`src/rtl/ncc_pkg.sv`:
```
// Shared sizing constants and FSM state type for the NCC descriptor loader.
package ncc_pkg;

  localparam int unsigned NUM_ROWS       = 16;
  localparam int unsigned GROUPS_PER_ROW = 4;
  localparam int unsigned WORDS_PER_DESC = NUM_ROWS * GROUPS_PER_ROW;
  localparam int unsigned PIXEL_W        = 8;
  localparam int unsigned WORD_W         = 4 * PIXEL_W;

  typedef enum logic [1:0] {
    ST_IDLE = 2'd0,
    ST_LOAD = 2'd1,
    ST_DONE = 2'd2
  } desc_ld_state_t;

endpackage

```
`src/rtl/ncc_desc_addr_gen.sv`:
```
// Row/group word counters for descriptor loading, with one-hot decode and
// a terminal-count flag on the last word of the descriptor.
module ncc_desc_addr_gen #(
  parameter int unsigned NUM_ROWS       = 16,
  parameter int unsigned GROUPS_PER_ROW = 4
) (
  input  logic                      clk,
  input  logic                      rst,
  input  logic                      clr,
  input  logic                      inc,
  output logic [NUM_ROWS-1:0]       row_oh,
  output logic [GROUPS_PER_ROW-1:0] grp_oh,
  output logic                      tc
);

  localparam int unsigned ROW_W = (NUM_ROWS > 1) ? $clog2(NUM_ROWS) : 1;
  localparam int unsigned GRP_W = (GROUPS_PER_ROW > 1) ? $clog2(GROUPS_PER_ROW) : 1;

  logic [ROW_W-1:0] row_q, row_d;
  logic [GRP_W-1:0] grp_q, grp_d;

  // Next-count: clear wins over increment; group wrap carries into row.
  always_comb begin
    row_d = row_q;
    grp_d = grp_q;
    if (clr) begin
      row_d = '0;
      grp_d = '0;
    end else if (inc) begin
      if (grp_q == GRP_W'(GROUPS_PER_ROW - 1)) begin
        grp_d = '0;
        row_d = (row_q == ROW_W'(NUM_ROWS - 1)) ? '0 : row_q + ROW_W'(1);
      end else begin
        grp_d = grp_q + GRP_W'(1);
      end
    end
  end

  // Counter registers.
  always_ff @(posedge clk or posedge rst) begin
    if (rst) begin
      row_q <= '0;
      grp_q <= '0;
    end else begin
      row_q <= row_d;
      grp_q <= grp_d;
    end
  end

  // One-hot decode of the current position and last-word flag.
  always_comb begin
    row_oh         = '0;
    grp_oh         = '0;
    row_oh[row_q]  = 1'b1;
    grp_oh[grp_q]  = 1'b1;
    tc = (row_q == ROW_W'(NUM_ROWS - 1)) && (grp_q == GRP_W'(GROUPS_PER_ROW - 1));
  end

endmodule

```
`src/rtl/ncc_desc_loader.sv`:
```
// Descriptor load sequencer: takes a framed word stream and drives registered
// one-hot row/group load enables and data into the NCC PE grid.
module ncc_desc_loader #(
  parameter int unsigned NUM_ROWS       = ncc_pkg::NUM_ROWS,
  parameter int unsigned GROUPS_PER_ROW = ncc_pkg::GROUPS_PER_ROW,
  parameter int unsigned WORD_W         = ncc_pkg::WORD_W
) (
  input  logic                      clk,
  input  logic                      rst,
  input  logic                      start,
  input  logic                      desc_valid,
  input  logic [WORD_W-1:0]         desc_data,
  input  logic                      desc_last,
  output logic                      desc_ready,
  output logic                      load_en,
  output logic [NUM_ROWS-1:0]       load_row,
  output logic [GROUPS_PER_ROW-1:0] load_group,
  output logic [WORD_W-1:0]         load_data,
  output logic                      busy,
  output logic                      done,
  output logic                      desc_loaded,
  output logic                      err
);

  import ncc_pkg::*;

  desc_ld_state_t              state_q, state_d;
  logic                        load_en_q, load_en_d;
  logic [NUM_ROWS-1:0]         load_row_q, load_row_d;
  logic [GROUPS_PER_ROW-1:0]   load_group_q, load_group_d;
  logic [WORD_W-1:0]           load_data_q, load_data_d;
  logic                        busy_q, busy_d;
  logic                        done_q, done_d;
  logic                        desc_loaded_q, desc_loaded_d;
  logic                        err_q, err_d;

  logic                        ctr_clr, ctr_inc, ctr_tc;
  logic [NUM_ROWS-1:0]         row_oh;
  logic [GROUPS_PER_ROW-1:0]   grp_oh;

  ncc_desc_addr_gen #(
    .NUM_ROWS       (NUM_ROWS),
    .GROUPS_PER_ROW (GROUPS_PER_ROW)
  ) u_addr_gen (
    .clk    (clk),
    .rst    (rst),
    .clr    (ctr_clr),
    .inc    (ctr_inc),
    .row_oh (row_oh),
    .grp_oh (grp_oh),
    .tc     (ctr_tc)
  );

  assign desc_ready = (state_q == ST_LOAD);

  // Next-state and registered-output decode; row/group/data hold between loads.
  always_comb begin
    state_d       = state_q;
    load_en_d     = 1'b0;
    load_row_d    = load_row_q;
    load_group_d  = load_group_q;
    load_data_d   = load_data_q;
    done_d        = 1'b0;
    desc_loaded_d = desc_loaded_q;
    err_d         = err_q;
    ctr_clr       = 1'b0;
    ctr_inc       = 1'b0;
    unique case (state_q)
      ST_IDLE: begin
        if (start) begin
          state_d       = ST_LOAD;
          ctr_clr       = 1'b1;
          err_d         = 1'b0;
          desc_loaded_d = 1'b0;
        end
      end
      ST_LOAD: begin
        if (desc_valid) begin
          load_en_d    = 1'b1;
          load_row_d   = row_oh;
          load_group_d = grp_oh;
          load_data_d  = desc_data;
          ctr_inc      = 1'b1;
          if (ctr_tc) begin
            // Full word count reached: data is complete even if framing is wrong.
            state_d = ST_DONE;
            done_d  = 1'b1;
            if (!desc_last) err_d = 1'b1;
          end else if (desc_last) begin
            state_d = ST_IDLE;
            err_d   = 1'b1;
          end
        end
      end
      ST_DONE: begin
        desc_loaded_d = 1'b1;
        state_d       = ST_IDLE;
      end
      default: state_d = ST_IDLE;
    endcase
    busy_d = (state_d != ST_IDLE);
  end

  // State and output registers.
  always_ff @(posedge clk or posedge rst) begin
    if (rst) begin
      state_q       <= ST_IDLE;
      load_en_q     <= 1'b0;
      load_row_q    <= '0;
      load_group_q  <= '0;
      load_data_q   <= '0;
      busy_q        <= 1'b0;
      done_q        <= 1'b0;
      desc_loaded_q <= 1'b0;
      err_q         <= 1'b0;
    end else begin
      state_q       <= state_d;
      load_en_q     <= load_en_d;
      load_row_q    <= load_row_d;
      load_group_q  <= load_group_d;
      load_data_q   <= load_data_d;
      busy_q        <= busy_d;
      done_q        <= done_d;
      desc_loaded_q <= desc_loaded_d;
      err_q         <= err_d;
    end
  end

  assign load_en     = load_en_q;
  assign load_row    = load_row_q;
  assign load_group  = load_group_q;
  assign load_data   = load_data_q;
  assign busy        = busy_q;
  assign done        = done_q;
  assign desc_loaded = desc_loaded_q;
  assign err         = err_q;

endmodule

```
`config.mk`:
```
export PLATFORM = sky130hd
export DESIGN_NAME = ncc_desc_loader
export DESIGN_NICKNAME = d
export VERILOG_FILES = /design/src/rtl/ncc_pkg.sv /design/src/rtl/ncc_desc_addr_gen.sv /design/src/rtl/ncc_desc_loader.sv
export SDC_FILE = /design/constraint.sdc
export NUM_CORES = 1
export LEC_CHECK = 0
export ABC_AREA = 1
export CAP_MARGIN = 20
export CORE_UTILIZATION = 50
export CTS_BUF_LIST = sky130_fd_sc_hd__clkbuf_4
export DETAILED_ROUTE_END_ITERATION = 8
export GPL_TIMING_DRIVEN = 1
export PLACE_DENSITY = 0.87
export RECOVER_POWER = 50
export SETUP_SLACK_MARGIN = 0.1
export SLEW_MARGIN = 20
export SYNTH_ARGS = -nofsm -noshare
export SYNTH_HDL_FRONTEND = slang
export SYNTH_SLANG_ARGS = --single-unit
```
`constraint.sdc`:
```
create_clock -name clk -period 5.4 [get_ports clk]
set_input_delay 1.08 -clock clk [delete_from_list [all_inputs] [get_ports clk]]
set_output_delay 1.08 -clock clk [all_outputs]
set_load 0.005 [all_outputs]
```
==> results of run 1 <==
==> stage by stage <==
step | power [mW] | setup slack [ns] | hold WS [ns] | utilization [%]
after global routing | 1.53 | 2.00 | 0.511 | 73.0
final | 1.43 | 2.20 | 0.484 | 73.0
after floorplan | 0.896 | 2.69 | 0.465 | -
after global placement | 1.16 | 2.32 | 0.455 | 70.9
after detailed placement | 1.19 | 2.18 | 0.465 | 70.9
after CTS | 1.46 | 2.59 | 0.488 | 73.1
==> how the worst max path moves through the flow <==
stage,to,depth (start not counted)
final,u_addr_gen.row_q[2],5
after detailed placement,u_addr_gen.row_q[2],6
after global routing,u_addr_gen.row_q[2],5
after global placement,u_addr_gen.row_q[1],6
after CTS,u_addr_gen.row_q[2],6
after floorplan,busy,1
==> report_power, final <==
part	internal [mW]	leakage, nW	total [mW]	switching (mW)
logic	0.266	1.03	0.485	0.219
clock network	0.108	0.0708	0.267	0.160
registers	0.604	0.836	0.676	0.0717
total	0.978	1.94	1.43	0.450
==> registers in the layout, indices dropped and copies added, names as in the netlist <==
name,count
u_addr_gen.row_q,4
busy,1
err,1
state_q,2
load_en,1
load_group,4
u_addr_gen.grp_q,2
done,1
load_row,16
desc_loaded,1
load_data,32
==> cell type report <==
class,instances,area [sq um]
sequential,65,1630
timing repair buffer,95,948
fill,371,1400
multi-input combinational,212,943
clock buffer,12,90.1
tap,70,87.6
inverter,16,60.1
clock inverter,4,20.0
==> kinds of logic after synthesis <==
logic type                 after synthesis  synth area share (%)
DFF                                     65                  59.9
and+or+nand+nor                        184                  26.7
buffers and inverters                   30                  5.52
xor gates and xnor gates                 3                 0.967
adders and majority gates                8                  3.68
AOI/OAI and AO/OA                       17                  3.32
==> routing by layer <==
metal | routed length [um] | vias to the layer above | GRT usage (%)
met5 | 0 | - | 0
met4 | 65 | 0 | 9.67
met3 | 298 | 7 | 4.23
met2 | 3120 | 67 | 38.1
met1 | 2620 | 1096 | 25.7
li1 | - | 1130 | -
==> placed cells by master (no fill, tap or decap), drive strengths merged <==
| cell | instances |
|---|---|
| nand2 | 152 |
| clkdlybuf4s50 | 72 |
| dfrtp | 65 |
| dlygate4sd3 | 22 |
| nand3 | 17 |
| inv | 15 |
| o21ai | 13 |
| nor2 | 13 |
| clkbuf | 12 |
| ha | 8 |
| clkinv | 5 |
| xor2 | 3 |
| nand4 | 2 |
| a21oi | 2 |
| a21boi | 1 |
| o21bai | 1 |
| buf | 1 |
==> critical path, cell delays in order <==
cell and delay, ns:
dlygate4sd3_1 0.58, nand2_1 1.09, nor2_1 0.50, nand3_1 0.12, o21ai_0 0.10
==> summary.md, run 1 <==
| Metric | Value |
|---|---|
| Ys async rst share | 100% |
| # rows | 26 |
| Crit path launch | desc_valid |
| Worst reg2reg startpoint | state_q[1] |
| Vias | 2300 |
| Hold Path End | load_data[8] |
| Final Setup Violations | 0 |
| Worst Setup End Kind | flip-flop |
| RSZ-0062 raised after global routing | false |
| Total GRT Usage | 21.6% |
| Largest net degree at the start of global routing | 66 |
| Seq/Total Area, Yosys | 59.9% |
| Area contributors post-synth | dfrtp_1 60%, nand2_1 21%, ha_1 3.7% |
| Dpl cell area | 3670 sq um |
| FMAX | 312 MHz |
| Final Skew | 0.0108 ns |
| First-pass GRT wire length | 9200 um |
| Clock Sinks | 65 |
| Synth warnings | 0 |
| Leak pwr | 1.94 nW |
| Slew at the pin closest to its max-slew limit | 1.91 ns |
| CTS tree | yes |
| Gates resized, CTS repair | 0 |
| I/O Buffers | 94 |
| Synth cell count leaders | 151 x nand2_1, 65 x dfrtp_1, 17 x nand3_1 |
| CTS Hold Bufs | 0 |
| Violated checks | capacitance limit, slew limit |
| Die X | 75.7 um |
| CTS Buf Count | 9 |
| TritonRoute pass-1 iters | 7 |
| Yosys top cell by area | dfrtp_1 |
| Number of enable-type register cells in the synthesized netlist | 0 |
| CP Class | in -> reg |
| Antenna-violating nets left | 0 |
| Setup TNS | 0 ns |
| Power per Cell Area | 378 nW/um^2 |
| CORE AREA | 5170 sq um |
| Routed len/inst | 12.9 um |
| Diode count | 0 |
| Initial antenna violation count | 0 |
| Peak VDD IR | 0.000201 V |
| Worst-Skew Late Latency | 0.37 ns |
| # IOs | 95 |
| WP data arrival | 3.50 ns |
| Seq cells post-synth | 65 |
| Cells after DPL | 458 |
| Vias/cell | 4.85 |
| Routability cong. | 0.745 |
| Max clock buf depth | 2 |
| Status | complete, but fails checks |
| Fin crit share | 59.3% |
| P&R area growth vs syn | 39.0% |
| Final hold vios | 0 |
| Hold path start | load_data[8] |
| Grt total ovfl | 0 |
| Reg-to-reg endpoint | u_addr_gen.row_q[2] |
| Initial DRC count | 160 |
| Root Buffer | clkbuf_4 |
| Initial core utilization | 52.5% |
| Detailed-placement wirelength estimate | 4150 um |
| Maxcap violations | 1 |
| Most common cell in the netlist | nand2_1 |
| CP Launch Type | input pin |
| R2r setup slk | 2.93 ns |
| Yosys top cell area share | 59.9% |
| Hold Crit Class | reg -> reg |
| R2R depth | 5 |
| Vias in the first global route | 2171 |
| Critical-path maximum fanout | 63 |
| Worst path required time | 5.69 ns |
| Rel. slew slack | -27.3% |
| Post-Syn Area | 2720 sq um |
| CTS H-tree lvls | 3 |
| Max Transition Viols Final | 64 |
| Fraction of layout cells with a size suffix above 1 | 5.20% |
| Post-synth top flop | dfrtp_1 |
| Nets@finish | 444 |
| Tmin final | 3.20 ns |
| Post-route DRC | 0 |
| Hold Path Stages | 2 |
| Mean area per synthesized cell | 8.85 sq um |
| Floorplan die height | 75.7 um |
| Non-Filler Instances | 474 |
| Post-synthesis net count | 352 |
| Final WL | 6100 um |
| Die area | 5730 sq um |
| Setup Fix Bufs, Post-CTS | 0 |
| Worst-path clk slew | 0.10 ns |
| Gate Count Post-Synth | 307 |
| Final Cell Area | 3780 sq um |
| Synth unique cells | 19 |
No activity file was read; power rests on OpenSTA's default activity.
==> inputs of run 2 (changes only) <==
--- a/config.mk
+++ b/config.mk
@@ -7,11 +7,11 @@
 export LEC_CHECK = 0
 export ABC_AREA = 1
 export CAP_MARGIN = 20
-export CORE_UTILIZATION = 50
+export CORE_UTILIZATION = 42
 export CTS_BUF_LIST = sky130_fd_sc_hd__clkbuf_4
 export DETAILED_ROUTE_END_ITERATION = 8
 export GPL_TIMING_DRIVEN = 1
-export PLACE_DENSITY = 0.87
+export PLACE_DENSITY = 0.78
 export RECOVER_POWER = 50
 export SETUP_SLACK_MARGIN = 0.1
 export SLEW_MARGIN = 20
==> constraint.sdc (replaced) <==
create_clock -name clk -period 2.9 [get_ports clk]
set_input_delay 0.58 -clock clk [delete_from_list [all_inputs] [get_ports clk]]
set_output_delay 0.58 -clock clk [all_outputs]
set_load 0.005 [all_outputs]
==> run 2 against run 1 <==
Core utilization down 11 points. Wire length up 0.21%. Non-clock buffer count up 2. The run now ends clean. Global-route usage down 2.0 points.
==> summary.md, run 2 (synthesis results as in run 1) <==
| Metric | Value |
|---|---|
| Floorplan die height | 82.4 um (+8.9%) |
| Die X | 82.4 um (+8.9%) |
| CP Launch Type | input pin |
| # rows | 28 (+7.7%) |
| Final Core Density | 62.2% (-11 points) |
| Critical-path maximum fanout | 37 (-41%) |
| Final Skew | 0.0115 ns (+0.000635 ns) |
| Total GRT Usage | 19.6% (-2.0 points) |
| Final Setup Violations | 0 (unchanged) |
| Setup Fix Bufs, Post-CTS | 0 (unchanged) |
| Post-route DRC | 0 (unchanged) |
| Final WL | 6120 um (+0.21%) |
| I/O Buffers | 94 (unchanged) |
| CTS tree | yes |
| Fillers | 539 (+45%) |
| Vias/cell | 4.81 (-0.88%) |
| RSZ-0062 raised after global routing | false |
| Commonest non-fill, non-tap cell in the layout | nand2_1 |
| Worst Setup End Kind | flip-flop |
| Routability cong. | 0.776 (+4.2%) |
| CORE AREA | 6100 sq um (+18%) |
| Largest net degree at the start of global routing | 43 (-35%) |
| Fraction of layout cells with a size suffix above 1 | 4.47% (-0.73 points) |
| CP Class | in -> reg |
| Pre-CTS WS | 0.689 ns (-1.49 ns) |
| Worst-Skew Late Latency | 0.38 ns (about the same) |
| Worst-path clk slew | 0.08 ns (-0.02 ns) |
| Most frequent cells in the layout | 152 x nand2_1, 91 x clkdlybuf4s50_1, 65 x dfrtp_1, 17 x nand3_1, 15 x inv_1 |
| Hold Crit Class | reg -> reg |
| Max Transition Viols Final | 0 (-100%) |
| Nets@finish | 446 (+0.45%) |
| Dpl cell area | 3700 sq um (+0.92%) |
| Cells after DPL | 465 (+1.5%) |
| Vias | 2299 (-0.043%) |
| Gates resized, CTS repair | 0 (unchanged) |
| CTS Hold Bufs | 0 (unchanged) |
| Diode count | 0 (unchanged) |
| Max clock buf depth | 2 (unchanged) |
| Grt total ovfl | 0 (unchanged) |
| Initial antenna violation count | 0 (unchanged) |
| Leak pwr | 1.91 nW (-1.7%) |
| First-pass GRT wire length | 9900 um (+7.7%) |
| Power per Cell Area | 700 nW/um^2 (+85%) |
| Rel. slew slack | 29.4% (+57 points) |
| Die area | 6800 sq um (+19%) |
| CP Cell Sequence | dlygate4sd3_1 > nand2_1 > buf_4 > nand2_1 > nand2_1 |
| Maxcap violations | 0 (-1) |
| Root Buffer | clkbuf_4 |
| Clock Sinks | 65 (unchanged) |
| WP data arrival | 2.55 ns (-0.95 ns) |
| Slew at the pin closest to its max-slew limit | 1.06 ns (-0.849 ns) |
| Top delay family on crit path | buffers and inverters |
| Vias in the first global route | 2277 (+4.9%) |
| Worst setup margin | 0.668 ns (-1.53 ns) |
| Final Cell Area | 3790 sq um (+0.40%) |
| Initial DRC count | 141 (-12%) |
| Fin crit share | 77.0% |
| Setup TNS | 0 ns (unchanged) |
| TritonRoute pass-1 iters | 4 (-3) |
| Status | finished clean |
| Tot Pwr | 2.65 mW (+86%) |
| Worst Path Buf+Inv | 2 (+1) |
| Final hold vios | 0 (unchanged) |
| Tmin final | 2.23 ns |
| P&R area growth vs syn | 39.5% |
| # IOs | 95 (unchanged) |
| Worst path required time | 3.22 ns (-2.47 ns) |
| Routed len/inst | 12.8 um (-0.63%) |
| Min Hold Slack | 0.488 ns (+0.00375 ns) |
| Peak VDD IR | 0.000318 V (+58%) |
| Detailed-placement wirelength estimate | 4250 um (+2.5%) |
| Antenna-violating nets left | 0 (unchanged) |
| Crit-path slowest cell | nand2_1 |
| CTS Buf Count | 9 (unchanged) |
| FMAX | 448 MHz |
| Initial core utilization | 44.6% (-8.0 points) |
| CTS H-tree lvls | 3 (unchanged) |
| Most frequent CP cell | nand2_1 |
| Crit path largest cell delay | 0.78 ns (-0.31 ns) |
| Number of flip-flops in the largest register | 32 (unchanged) |
| Non-Filler Instances | 478 (+0.84%) |
## run 2: cell count changes in the layout (fill, tap and decap cells not counted), sizes merged
cell	delta
clkdlybuf4s50	+19
dlygate4sd3	-19
clkbuf	-1
inv	+1
clkinv	-3
buf	+2
## run 2: routing by layer
layer | track usage [%] | share of wire, % | up-vias
met5 | 0 | 0 | -
met4 | 9.12 | 1.8 | 0
met3 | 4.62 | 7.3 | 11
met2 | 32.9 | 47 | 97
met1 | 24.0 | 43 | 1059
li1 | - | - | 1132
## run 2: worst reg2reg max path, stage by stage, from the launching register on
cell and delay [ns]:
dfrtp_1 0.42, inv_1 0.08, nor2_2 0.05, nand2_1 0.77, buf_4 0.43, nand2_1 0.10, nand2_1 0.08
## run 2: final cells by class
type | count | area [sq um] | area share (%)
sequential | 65 | 1630 | 42.9
timing repair buffer | 97 | 976 | 25.7
multi-input combinational | 212 | 943 | 24.9
tap | 75 | 93.8 | 2.48
clock buffer | 11 | 82.6 | 2.18
inverter | 16 | 60.1 | 1.58
clock inverter | 2 | 8.76 | 0.231
## run 2: worst paths after layout
path                       slack (ns)             to     startpoint  depth (start not counted)
max                              0.67  load_group[1]     desc_valid                          5
min                              0.49  load_data[11]  load_data[11]                          2
min reg2reg                      0.49  load_data[11]  load_data[11]                          2
min in group asynchronous        0.84  load_data[17]            rst                          2
max reg2reg                      0.91  load_group[1]     state_q[0]                          6
max in group asynchronous        1.33           busy            rst                          3
## run 2: where the power goes
group / total, mW / internal, mW / leakage, nW / switching [mW]
logic: 0.925 / 0.522 / 1.02 / 0.404
clock network: 0.455 / 0.178 / 0.0561 / 0.277
registers: 1.27 / 1.13 / 0.836 / 0.147
==> inputs of run 3 (changes only) <==
==> constraint.sdc (replaced) <==
create_clock -name clk -period 2 [get_ports clk]
set_input_delay 0.4 -clock clk [delete_from_list [all_inputs] [get_ports clk]]
set_output_delay 0.4 -clock clk [all_outputs]
set_load 0.005 [all_outputs]
==> run 3 against run 2 <==
Final area increased by 3.2%. Combinational power rose by 49%. Core utilization up 2.0 points. Sequential share of layout area shrank 1.3 points. Total power is 57% higher. First-iteration DRC count is 53% lower. Critical path type is now reg -> out. Largest power group unchanged.
==> summary.md, run 3 (synthesis results as in run 1) <==
| Metric | Value |
|---|---|
| Status | finished clean |
| FMAX | 593 MHz |
| CTS Buf Count | 9 (unchanged) |
| WP data arrival | 1.29 ns (-1.26 ns) |
| Die area | 6800 sq um (unchanged) |
| CTS tree | yes |
| Min Hold Slack | 0.479 ns (-0.00913 ns) |
| Nets@finish | 452 (+1.3%) |
| Max clock buf depth | 2 (unchanged) |
| I/O Buffers | 94 (unchanged) |
| Final Skew | 0.0215 ns (+0.0100 ns) |
| Tot Pwr | 4.16 mW (+57%) |
| CP Launch Type | flip-flop |
| Commonest non-fill, non-tap cell in the layout | nand2_1 |
| Worst setup margin | 0.313 ns (-0.354 ns) |
| Fin crit share | 84.3% |
| Maxcap violations | 0 (unchanged) |
| # IOs | 95 (unchanged) |
| TritonRoute pass-1 iters | 6 (+2) |
| Number of flip-flops in the largest register | 32 (unchanged) |
| Fraction of layout cells with a size suffix above 1 | 6.31% (+1.8 points) |
| Initial antenna violation count | 0 (unchanged) |
| Total GRT Usage | 18.8% (-0.82 points) |
| Vias | 2278 (-0.91%) |
| Peak VDD IR | 0.000537 V (+69%) |
| RSZ-0062 raised after global routing | false |
| Worst path required time | 1.60 ns (-1.62 ns) |
| Power per Cell Area | 1060 nW/um^2 (+52%) |
| Top delay family on crit path | buffers and inverters |
| Final WL | 6110 um (about the same) |
| Hold Path Stages | 2 (unchanged) |
| Root Buffer | clkbuf_4 |
| Slew at the pin closest to its max-slew limit | 1.03 ns (-0.0278 ns) |
| Final Core Density | 64.2% (+2.0 points) |
| CP Depth | 1 (-4) |
| Most frequent cells in the layout | 152 x nand2_1, 92 x clkdlybuf4s50_1, 65 x dfrtp_1, 17 x nand3_1 |
| P&R area growth vs syn | 44.0% |
| R2R depth | 4 (-2) |
| Fillers | 544 (+0.93%) |
| Critical-path maximum fanout | 2 (-95%) |
| Leak pwr | 1.97 nW (+3.3%) |
| Clock Sinks | 65 (unchanged) |
| Grt total ovfl | 0 (unchanged) |
| Crit-path slowest cell | clkdlybuf4s50_1 |
| CTS H-tree lvls | 3 (unchanged) |
| Detailed-placement wirelength estimate | 4320 um (+1.7%) |
| Vias/cell | 4.68 (-2.7%) |
| Pre-CTS WS | 0.206 ns (-0.483 ns) |
| Post-route DRC | 0 (unchanged) |
| Worst Path Buf+Inv | 1 (-1) |
| Worst-path clk slew | 0.11 ns (+0.03 ns) |
| Worst Setup End Kind | output pin |
| Worst-Skew Late Latency | 0.39 ns (about the same) |
| Setup TNS | 0 ns (unchanged) |
| Diode count | 0 (unchanged) |
| Tmin final | 1.69 ns |
| Rel. slew slack | 31.1% (+1.6 points) |
| Routed len/inst | 12.5 um (-1.9%) |
| Vias in the first global route | 2158 (-5.2%) |
| Max Transition Viols Final | 0 (unchanged) |
| First-pass GRT wire length | 9490 um (-4.2%) |
| # rows | 28 (unchanged) |
| CTS Hold Bufs | 0 (unchanged) |
| Die X | 82.4 um (unchanged) |
| Largest net degree at the start of global routing | 34 (-21%) |
| Initial core utilization | 44.6% (unchanged) |
| CORE AREA | 6100 sq um (unchanged) |
| Antenna-violating nets left | 0 (unchanged) |
| Crit path largest cell delay | 0.52 ns (-0.26 ns) |
| Routability cong. | 0.742 (-4.4%) |
| CP Class | reg -> out |
| CP Cell Sequence | clkdlybuf4s50_1 |
| Final hold vios | 0 (unchanged) |
| Hold Crit Class | reg -> reg |
| Initial DRC count | 66 (-53%) |
| Floorplan die height | 82.4 um (unchanged) |
| Final Setup Violations | 0 (unchanged) |
==> run 3: timing repair <==
item                       in CTS  in global routing
gates resized for setup         0                  1
gates cloned                    0                  0
pin swaps                       0                  1
buffers inserted                2                  1
setup endpoints to repair       1                  1
==> run 3: final cells by class <==
| class | instances | area [sq um] | area share [%] |
|---|---|---|---|
| clock buffer | 9 | 67.6 | 1.73 |
| clock inverter | 7 | 85.1 | 2.17 |
| inverter | 16 | 61.3 | 1.57 |
| multi-input combinational | 212 | 933 | 23.8 |
| sequential | 65 | 1630 | 41.6 |
| tap | 75 | 93.8 | 2.40 |
| timing repair buffer | 103 | 1050 | 26.7 |
==> run 3: per-layer routing <==
metal  vias up  share of wire, %  track usage, %
met3         8               4.9            3.63
met2        72                49            31.7
met5         -                 0               0
met1      1055                45            23.0
met4         0               1.2            9.47
li1       1143                 -               -
==> run 3: worst paths after layout <==
| check | startpoint | endpoint | slack (ns) |
|---|---|---|---|
| max | load_row[10] | load_row[10] | 0.31 |
| min | load_row[15] | load_row[15] | 0.48 |
| max reg2reg | state_q[1] | load_row[3] | 0.44 |
| min reg2reg | load_row[15] | load_row[15] | 0.48 |
| max in group asynchronous | rst | load_data[9] | 0.75 |
| min in group asynchronous | rst | load_row[13] | 0.64 |
==> run 3: per-stage QoR <==
stage	cell area [sq um]	std cells
6_report	3910	487
5_1_grt	3910	487
4_1_cts	3920	486
3_5_place_dp	3750	468
3_3_place_gp	3750	468
2_1_floorplan	2720	307
==> run 3: power breakdown <==
group	switching, mW	internal, mW	total (mW)
registers	0.194	1.63	1.83
logic	0.596	0.785	1.38
clock network	0.462	0.495	0.957
